[config.mk]
export PLATFORM = sky130hd
export DESIGN_NAME = hazard_ctrl
export DESIGN_NICKNAME = d
export VERILOG_FILES = /design/src/rtl/hazard_pkg.sv /design/src/rtl/hazard_cycle_counter.sv /design/src/rtl/hazard_ctrl.sv
export SDC_FILE = /design/constraint.sdc
export NUM_CORES = 1
export LEC_CHECK = 0
export BUFFER_PORTS_ARGS = -buffer_cell sky130_fd_sc_hd__buf_2
export CORE_AREA = 3 3 40 42
export DETAILED_ROUTE_END_ITERATION = 8
export DIE_AREA = 0 0 43 45
export GPL_ROUTABILITY_DRIVEN = 0
export GPL_TIMING_DRIVEN = 0
export SLEW_MARGIN = 10
export SYNTH_ARGS = -nofsm -noshare
export SYNTH_HDL_FRONTEND = slang
export SYNTH_HIERARCHICAL = 1
export SYNTH_SLANG_ARGS = --single-unit
[constraint.sdc]
create_clock -name Clk -period 2.8 [get_ports Clk]
set_input_delay 0.84 -clock Clk [delete_from_list [all_inputs] [get_ports Clk]]
set_output_delay 0.84 -clock Clk [all_outputs]
set_load 0.02 [all_outputs]
[src/rtl/hazard_pkg.sv]
// hazard_pkg: state encoding, NOP constant and parameter limits shared by the hazard controller
package hazard_pkg;
  typedef enum logic [1:0] {RUN = 2'b00, STALL = 2'b01, FLUSH = 2'b10} state_t;
  localparam logic [31:0] NOP = 32'h0000_0000;
  localparam int MIN_CYCLES = 1;
  localparam int MAX_CYCLES = 3;
  function automatic int clampCycles(int n);
    return n < MIN_CYCLES ? MIN_CYCLES : n > MAX_CYCLES ? MAX_CYCLES : n;
  endfunction
endpackage

[src/rtl/hazard_cycle_counter.sv]
// hazard_cycle_counter: loadable 2-bit down-counter that holds at zero
// Ports: clk/rst_n clock and async active-low reset; load/loadVal load a new count;
//        dec decrements when not loading; count is the current value; zero flags count==0.
module hazard_cycle_counter (
  input  logic       clk,
  input  logic       rst_n,
  input  logic       load,
  input  logic [1:0] loadVal,
  input  logic       dec,
  output logic [1:0] count,
  output logic       zero
);
  always_ff @(posedge clk or negedge rst_n)
    if (!rst_n) count <= 2'd0;
    else if (load) count <= loadVal;
    else if (dec && count != 2'd0) count <= count - 2'd1;
  assign zero = count == 2'd0;
endmodule

[src/rtl/hazard_ctrl.sv]
// hazard_ctrl: load-use stall and taken-branch flush controller for the 5-stage pipeline
// Inputs: Clk, Reset_n (async active-low), Rs_ID/Rt_ID/UsesRt_ID from ID,
//         MemRead_IDEX/Rt_IDEX from the ID/EX register, BranchTaken_EX from EX.
// Outputs: PCWrite, IFIDWrite, IDEX_Bubble, IFID_Flush, Busy (state not RUN).
// Optional: define HAZARD_PERF_CNT_EN to add saturating StallCount/FlushCount outputs.
module hazard_ctrl
  import hazard_pkg::*;
#(
  parameter int LOAD_STALL_CYCLES = 1,
  parameter int FLUSH_CYCLES      = 1
) (
  input  logic        Clk,
  input  logic        Reset_n,
  input  logic [4:0]  Rs_ID,
  input  logic [4:0]  Rt_ID,
  input  logic        UsesRt_ID,
  input  logic        MemRead_IDEX,
  input  logic [4:0]  Rt_IDEX,
  input  logic        BranchTaken_EX,
  output logic        PCWrite,
  output logic        IFIDWrite,
  output logic        IDEX_Bubble,
  output logic        IFID_Flush,
  output logic        Busy
`ifdef HAZARD_PERF_CNT_EN
  ,
  output logic [31:0] StallCount,
  output logic [31:0] FlushCount
`endif
);
  // The first stall/flush cycle happens in RUN, so the counter only covers the remainder.
  localparam logic [1:0] stallLoad = 2'(clampCycles(LOAD_STALL_CYCLES) - 1);
  localparam logic [1:0] flushLoad = 2'(clampCycles(FLUSH_CYCLES) - 1);
  state_t state, nextState;
  logic [1:0] cnt, loadVal;
  logic cntZero, load, loadUse, lastCycle, stall;
  hazard_cycle_counter cycleCounter (
    .clk(Clk), .rst_n(Reset_n), .load(load), .loadVal(loadVal),
    .dec(state != RUN), .count(cnt), .zero(cntZero)
  );
  assign loadUse = state == RUN && MemRead_IDEX && Rt_IDEX != 5'd0 &&
                   (Rt_IDEX == Rs_ID || (UsesRt_ID && Rt_IDEX == Rt_ID));
  assign lastCycle = cntZero || cnt == 2'd1;
  // A taken branch overrides everything, abandoning any stall on the wrong path.
  always_comb begin
    nextState = BranchTaken_EX ? (flushLoad != 2'd0 ? FLUSH : RUN) :
                loadUse        ? (stallLoad != 2'd0 ? STALL : RUN) :
                (state != RUN && lastCycle) ? RUN : state;
    load    = BranchTaken_EX || loadUse;
    loadVal = BranchTaken_EX ? flushLoad : stallLoad;
    stall   = !BranchTaken_EX && (loadUse || state == STALL);
  end
  always_ff @(posedge Clk or negedge Reset_n)
    if (!Reset_n) state <= RUN;
    else state <= nextState;
  assign PCWrite     = !stall;
  assign IFIDWrite   = !stall;
  assign IDEX_Bubble = BranchTaken_EX || loadUse || state != RUN;
  assign IFID_Flush  = BranchTaken_EX || state == FLUSH;
  assign Busy        = state != RUN;
`ifdef HAZARD_PERF_CNT_EN
  always_ff @(posedge Clk or negedge Reset_n)
    if (!Reset_n) begin
      StallCount <= 32'd0;
      FlushCount <= 32'd0;
    end else begin
      if (!PCWrite && StallCount != 32'hFFFF_FFFF) StallCount <= StallCount + 32'd1;
      if (IFID_Flush && FlushCount != 32'hFFFF_FFFF) FlushCount <= FlushCount + 32'd1;
    end
`endif
endmodule

* After elaboration in Yosys (flattened, before gate mapping)
Index checks and enable logic that the tools add are counted.
** Storage, ports and cells
- Register bits :: 4
- Bits in latches :: 0
- RAM bits :: 0
- ROM bits :: 0
- Bits of input ports :: 20
- Output and inout bits :: 5
- Memories :: 0
** Operators by class
- Add/sub/neg operators :: 1
- Multipliers :: 0
- Divide/modulo/power cells :: 0
- Order comparisons :: 0
- Equal/unequal tests :: 5
- Shifts and indexed selects :: 0
- Muxes and demuxes :: 5
- Bitwise logic cells :: 0
- Reduce and logical (&&, ||, !) cells :: 22
** Operator list (count)
- $eq 5x5->1 :: 2
- $mux 2 :: 5
- $logic_and 1x1->1 :: 7
- $logic_or 1x1->1 :: 6
- $reduce_bool 2->1 :: 3
- $reduce_bool 5->1 :: 1
- $eq 2x1->1 const B :: 2
- $logic_not 2->1 :: 2
- $reduce_bool 3->1 :: 1
- $eq 2x2->1 const B :: 1
- $logic_not 1->1 :: 2
- $sub 2x1->2 const B :: 1

* Longest topological paths before layout
Gate-level depths: netlist of the first run.
- Word-level depth :: 7
- Depth in mapped cells :: 5

* Least setup slack after synthesis of the first run
Ideal clock, no wire load.
- Path type :: input to output
- From :: input Rt_IDEX[3]
- To :: output PCWrite
- Arrival time :: 1.995 ns
- Required time :: 1.960 ns
- Setup slack :: -0.035 ns
- Cell stages on the path :: 5
- Buffers on the path :: 1
- Path through :: xor2_1 nor4_2 a32oi_1 or3_1 buf_4
** On the way
- Word-level cells in the longest chain between the ends :: 7
** RTL lines
- from (decl) :: line hazard_ctrl.sv:18 : input logic [4:0] Rt_IDEX,
- $eq 5x5->1 :: line hazard_ctrl.sv:42 : (Rt_IDEX == Rs_ID || (UsesRt_ID && Rt_IDEX == Rt_ID));
- $logic_and 1x1->1 :: line hazard_ctrl.sv:42
- $logic_or 1x1->1 :: line hazard_ctrl.sv:42
- $logic_and 1x1->1 (*) :: line hazard_ctrl.sv:41 : assign loadUse = state == RUN && MemRead_IDEX && Rt_IDEX != 5'd0 &&
- $logic_or 1x1->1 (*) :: line hazard_ctrl.sv:51 : stall = !BranchTaken_EX && (loadUse || state == STALL);
- $logic_and 1x1->1 (*) :: line hazard_ctrl.sv:51
- $logic_not 1->1 (*)
- to (decl) :: line hazard_ctrl.sv:20 : output logic PCWrite,
Mark *: on every way between the ends. The rest lies on a longest branch, timed or not.

* Worst setup path in the final report of the first run
- From :: input Rt_ID[2]
- To :: output PCWrite
** On the way
- Word-level cells in the longest chain between the ends :: 7
** RTL lines
- from (decl) :: line hazard_ctrl.sv:15 : input logic [4:0] Rt_ID,
- $eq 5x5->1 :: line hazard_ctrl.sv:42
- $logic_and 1x1->1 :: line hazard_ctrl.sv:42
- $logic_or 1x1->1 :: line hazard_ctrl.sv:42
- $logic_and 1x1->1 :: line hazard_ctrl.sv:41
- $logic_or 1x1->1 :: line hazard_ctrl.sv:51
- $logic_and 1x1->1 :: line hazard_ctrl.sv:51
- $logic_not 1->1 :: line hazard_ctrl.sv:56 : assign PCWrite = !stall;
No other way between the ends.

==> results of run 1 <==
## critical path: cells and delay by family
| kind | cells | cell delay (ns) |
|---|---|---|
| AO/OA/AOI/OAI | 1 | 0.16 |
| XOR/XNOR | 1 | 0.16 |
| buffers and inverters | 3 | 0.33 |
| AND/OR/NAND/NOR | 2 | 0.62 |
## cell type report
class | count | area share
Buffer | 3 | 0.0758
Multi-Input combinational cell | 19 | 0.440
Timing Repair Buffer | 24 | 0.430
Tap cell | 15 | 0.0542
## kinds of logic (layout without fill, tap and decap cells)
group,after synthesis,count (layout),share of synthesized area
xor+xnor,10,10,0.515
simple gates,5,5,0.206
compound gates,3,3,0.125
buf+inv,3,27,0.132
other cells,1,1,0.0220
## cells in the mapped netlist
cell type	n	area (sq um)
xor2_1	9	78.8
buf_4	3	22.5
a32oi_1	1	8.76
conb_1	1	3.75
nor2_1	1	3.75
nor3_1	1	5.00
nor4_2	1	12.5
o21ai_0	1	5.00
o21bai_1	1	7.51
or3_1	1	6.26
or4_1	1	7.51
xnor2_1	1	8.76
## metrics by stage
stage               instance area [sq um]   util  power [mW]  worst slack (ns)  std cells
floorplan                             175      -      0.0211            0.0374         22
global placement                      304  0.237      0.0406            -0.216         59
detailed placement                    304  0.237      0.0411            -0.237         59
CTS                                   344  0.268      0.0460            -0.219         61
global route                          347  0.270      0.0506            -0.265         61
finish                                347  0.270      0.0460            -0.147         61
## power groups by stage
stage / Clock, mW / Sequential, mW / Combinational, mW
floorplan: 0 / 0 / 0.0211
global route: 0 / 0 / 0.0506
global placement: 0 / 0 / 0.0406
detailed placement: 0 / 0 / 0.0411
CTS: 0 / 0 / 0.0460
finish: 0 / 0 / 0.0460
## routing by layer
layer  GRT usage  routed length [um]  up-vias
met2       0.108                 223       19
met4           0                   0        0
met5           0                   0        -
met1      0.0619                 215       99
li1            -                   -      121
met3     0.00797                  98        0
## worst max path at each step
stage | to | slack [ns] | cells past startpoint
after floorplan | PCWrite | 0.04 | 5
after global placement | PCWrite | -0.22 | 7
after detailed placement | PCWrite | -0.24 | 7
after CTS | PCWrite | -0.22 | 7
after global routing | PCWrite | -0.26 | 7
final | PCWrite | -0.15 | 7
## repair_timing
item / in CTS / in global routing
buffers inserted: 2 / 0
endpoints found under the setup margin: 3 / 3
pin swaps: 6 / 5
gates resized for setup: 6 / 1
==> metrics.txt, run 1 <==
RSZ-0062 raised after global routing true; GRT Overall Usage 0.0531; Hold Startpoint BranchTaken_EX; clock power share 0; Leak approximately 0.17 nW; Critical Path AT about 2.1 ns; Post-Syn Instances 22; status finished, violations left; P&R area growth vs syn 104%; CP startpoint Rt_ID[2]; Final nets between 60 and 70; violated checks setup timing; largest net degree at the start of global routing 4; post-layout minimum cycle time slightly below 3 ns; Switching Share 0.441; mapped cell area 170 sq um; Total Wirelength between 500 and 600 um; vias in the first global route around 230; Hold Vio Cnt, Final 0; initial antenna violation count 0; Max IR drop VDD ~0.044 mV; first-pass GRT wire length 855 um; CP required 1.96 ns; # setup viols final 3; Warnings, synthesis 6; final setup TNS -0.359 ns; layout cells sized above 1 0.630; syn_nets 42; depth of the worst hold-timing path 3; # clk buffers 0; ANT cells 0; Net Sw Power approximately 20 uW; Combinational Power Share 1.000; WS Path Type input port to output pin; GR Overflow Total 0; Synth cell types 12; cts hold-fix bufs 0; setup ws final -0.147 ns; CP endpoint kind output pin; die height between 40 and 50 um; Register Area 0 sq um; Port Buf Inserts 22; worst-path fanout max 2; most frequent CP cell buf_6; DR vias/cell 3.92; DR DRC count 0; Mean Syn Cell Area 7.73 sq um; CP max stage delay between 0.3 and 0.4 ns; Antenna Violating Nets Remaining 0; crit-path cells buf_6 > xor2_1 > nor4_2 > a32oi_1 > or3_4 > buf_6 > buf_6; Final Max Slew Viols 0; FFs & Latches 0; sequential power share 0; multi-input logic area ~150 sq um; core area 1280 sq um; Min Hold Slack 2.02 ns; Hold EP IFID_Flush; cell row count 13; most frequent cells in the layout 17 x buf_2, 9 x xor2_1, 6 x buf_4; Critical-path top delay cell or3_4; DIE AREA approximately 1900 sq um; Fillers between 150 and 200; Startpoint Class input port; HP Class input port to output pin; DRT Pass-1 Iters 1; vias about 240; sequential-to-total area share from yosys stat 0; Initial Utilization 0.132; Wirelength per Cell 8.80 um; commonest non-fill, non-tap cell in the layout buf_2; Peak Freq 339 MHz; Final Cycle Share 1.05; P per Cell Area around 130 nW/um^2; I/O pins 25; max cap viols 0; die width roughly 43 um; Starting DRT DRC Count 0; Internal Power about 26 uW
(Power assumes the default switching activity.)
==> run 2, diff against run 1 <==
--- a/config.mk
+++ b/config.mk
@@ -16,3 +16,2 @@
 export SYNTH_HDL_FRONTEND = slang
-export SYNTH_HIERARCHICAL = 1
 export SYNTH_SLANG_ARGS = --single-unit
--- a/constraint.sdc
+++ b/constraint.sdc
@@ -3,2 +3,2 @@
 set_output_delay 0.84 -clock Clk [all_outputs]
-set_load 0.02 [all_outputs]
+set_load 0.01 [all_outputs]
==> metrics.txt, run 2 <==
GRT Overall Usage 0.0482; post-layout minimum cycle time just under 3 ns; Initial Utilization 0.132; Antenna Violating Nets Remaining 0; met2 usage 0.111; first-pass GRT wire length roughly 790 um; Final Cycle Share 1.05; hpwl dp 483 um; vias in the first global route between 200 and 250; cell row count 13; core area between 1000 and 1500 sq um; post-synth top area share 0.463; CP required approximately 2 ns; Post-Syn Instances 22; clock power share 0; Register Area 0 sq um; CP max stage delay about 0.34 ns; Mean Syn Cell Area approximately 7.7 sq um; Final nets 66; DR vias/cell 3.85; Switching Share 0.421; Internal Power about 24 uW; RSZ-0062 raised after global routing true; cts hold-fix bufs 0; Post-synth top cells 9 x xor2_1, 3 x buf_4; GR Util met1 0.0455; synth top area cells xor2_1 46%, buf_4 13%, nor4_2 7.4%, a32oi_1 5.1%, xnor2_1 5.1%; cell area after layout approximately 330 sq um; post-CTS setup buffers 0; Net Sw Power between 15 and 20 uW; Combinational Power Share 1.000; die width about 43 um; Peak Freq 340 MHz; Synth cell types 12; die height roughly 45 um; # setup viols final 2; syn_nets 42; Starting DRT DRC Count 3; ANT cells 0; commonest non-fill, non-tap cell in the layout buf_2; CP endpoint kind output pin; Min Hold Slack between 1.5 and 2 ns; violated checks setup timing; DIE AREA 1940 sq um; layout cells sized above 1 0.614; mapped cell area between 150 and 200 sq um; I/O pins 25; Total Wirelength about 480 um; post-synth top area cell xor2_1; Startpoint Class input port; Port Buf Inserts 22; crit-path cells buf_6 > xor2_2 > nor4_2 > a32oi_1 > or3_1 > buf_4 > buf_2; Hold Vio Cnt, Final 0; most frequent cells in the layout 19 x buf_2, 8 x xor2_1, 3 x buf_4, 3 x buf_6; # clk buffers 0; setup ws final -0.143 ns; initial antenna violation count 0; DRT Pass-1 Iters 4; sequential-to-total area share from yosys stat 0; DR DRC count 0; met3 Use GR 0.00797; largest net degree at the start of global routing 4; Critical-path top delay cell or3_1; area of placed instances 299 sq um; WS Path Type input port to output pin; Final Max Slew Viols 0; vias 227; FFs & Latches 0; P per Cell Area between 100 and 150 nW/um^2; Leak about 0.16 nW; Wirelength per Cell roughly 8.2 um; status finished, violations left; GR peak layer met2; top-count cell post-synth xor2_1; Critical Path AT approximately 2.1 ns; max cap viols 0; Max IR drop VDD roughly 0.019 mV; worst-path fanout max 2; Place WS -0.196 ns; P&R area growth vs syn 91.2%; HP Class input port to output pin; Fillers approximately 150; GR Overflow Total 0; multi-input logic area roughly 160 sq um; sequential power share 0; Warnings, synthesis 0
run 2: cells by family after synthesis:
logic type / synth area share
AND/OR/NAND/NOR: 0.206
buffers and inverters: 0.132
other: 0.0220
XOR/XNOR: 0.515
AO/OA/AOI/OAI: 0.125
run 2: power groups by stage:
stage	logic, mW	registers [mW]	clock network, mW
2_1_floorplan	0.0185	0	0
3_3_place_gp	0.0380	0	0
3_5_place_dp	0.0384	0	0
4_1_cts	0.0422	0	0
5_1_grt	0.0462	0	0
6_report	0.0414	0	0
run 2: repair_timing:
item,CTS,global route
resized for setup,5,1
setup endpoints to repair,2,3
cloned,0,0
pin swaps,2,0
hold endpoints to repair,0,0
run 2: per-layer routing:
layer | routed length [um] | share of wire
met1 | 116 | 0.24
met2 | 305 | 0.63
met3 | 60 | 0.12
met4 | 0 | 0
met5 | 0 | 0
run 2: critical path, delay by kind of cell:
| family | cells | cell delay [ns] |
|---|---|---|
| XOR/XNOR | 1 | 0.16 |
| buffers and inverters | 3 | 0.36 |
| AO/OA/AOI/OAI | 1 | 0.14 |
| AND/OR/NAND/NOR | 2 | 0.60 |
run 2: final cells by class:
| cell class | count | share of cell area |
|---|---|---|
| Timing Repair Buffer | 22 | 0.396 |
| Tap cell | 15 | 0.0577 |
| Multi-Input combinational cell | 19 | 0.477 |
| Buffer | 3 | 0.0692 |
run 2: worst paths after layout:
path,startpoint,end,cells after the start,slack (ns)
max,Rt_ID[3],PCWrite,7,-0.14
min,BranchTaken_EX,IFID_Flush,3,1.98
run 2: through the flow:
stage / power [mW] / utilization / setup TNS [ns] / std cells
2_1_floorplan: 0.0185 / - / 0 / 22
3_3_place_gp: 0.0380 / 0.233 / -0.261 / 59
3_5_place_dp: 0.0384 / 0.233 / -0.278 / 59
4_1_cts: 0.0422 / 0.253 / -0.208 / 59
5_1_grt: 0.0462 / 0.253 / -0.399 / 59
6_report: 0.0414 / 0.253 / -0.173 / 59
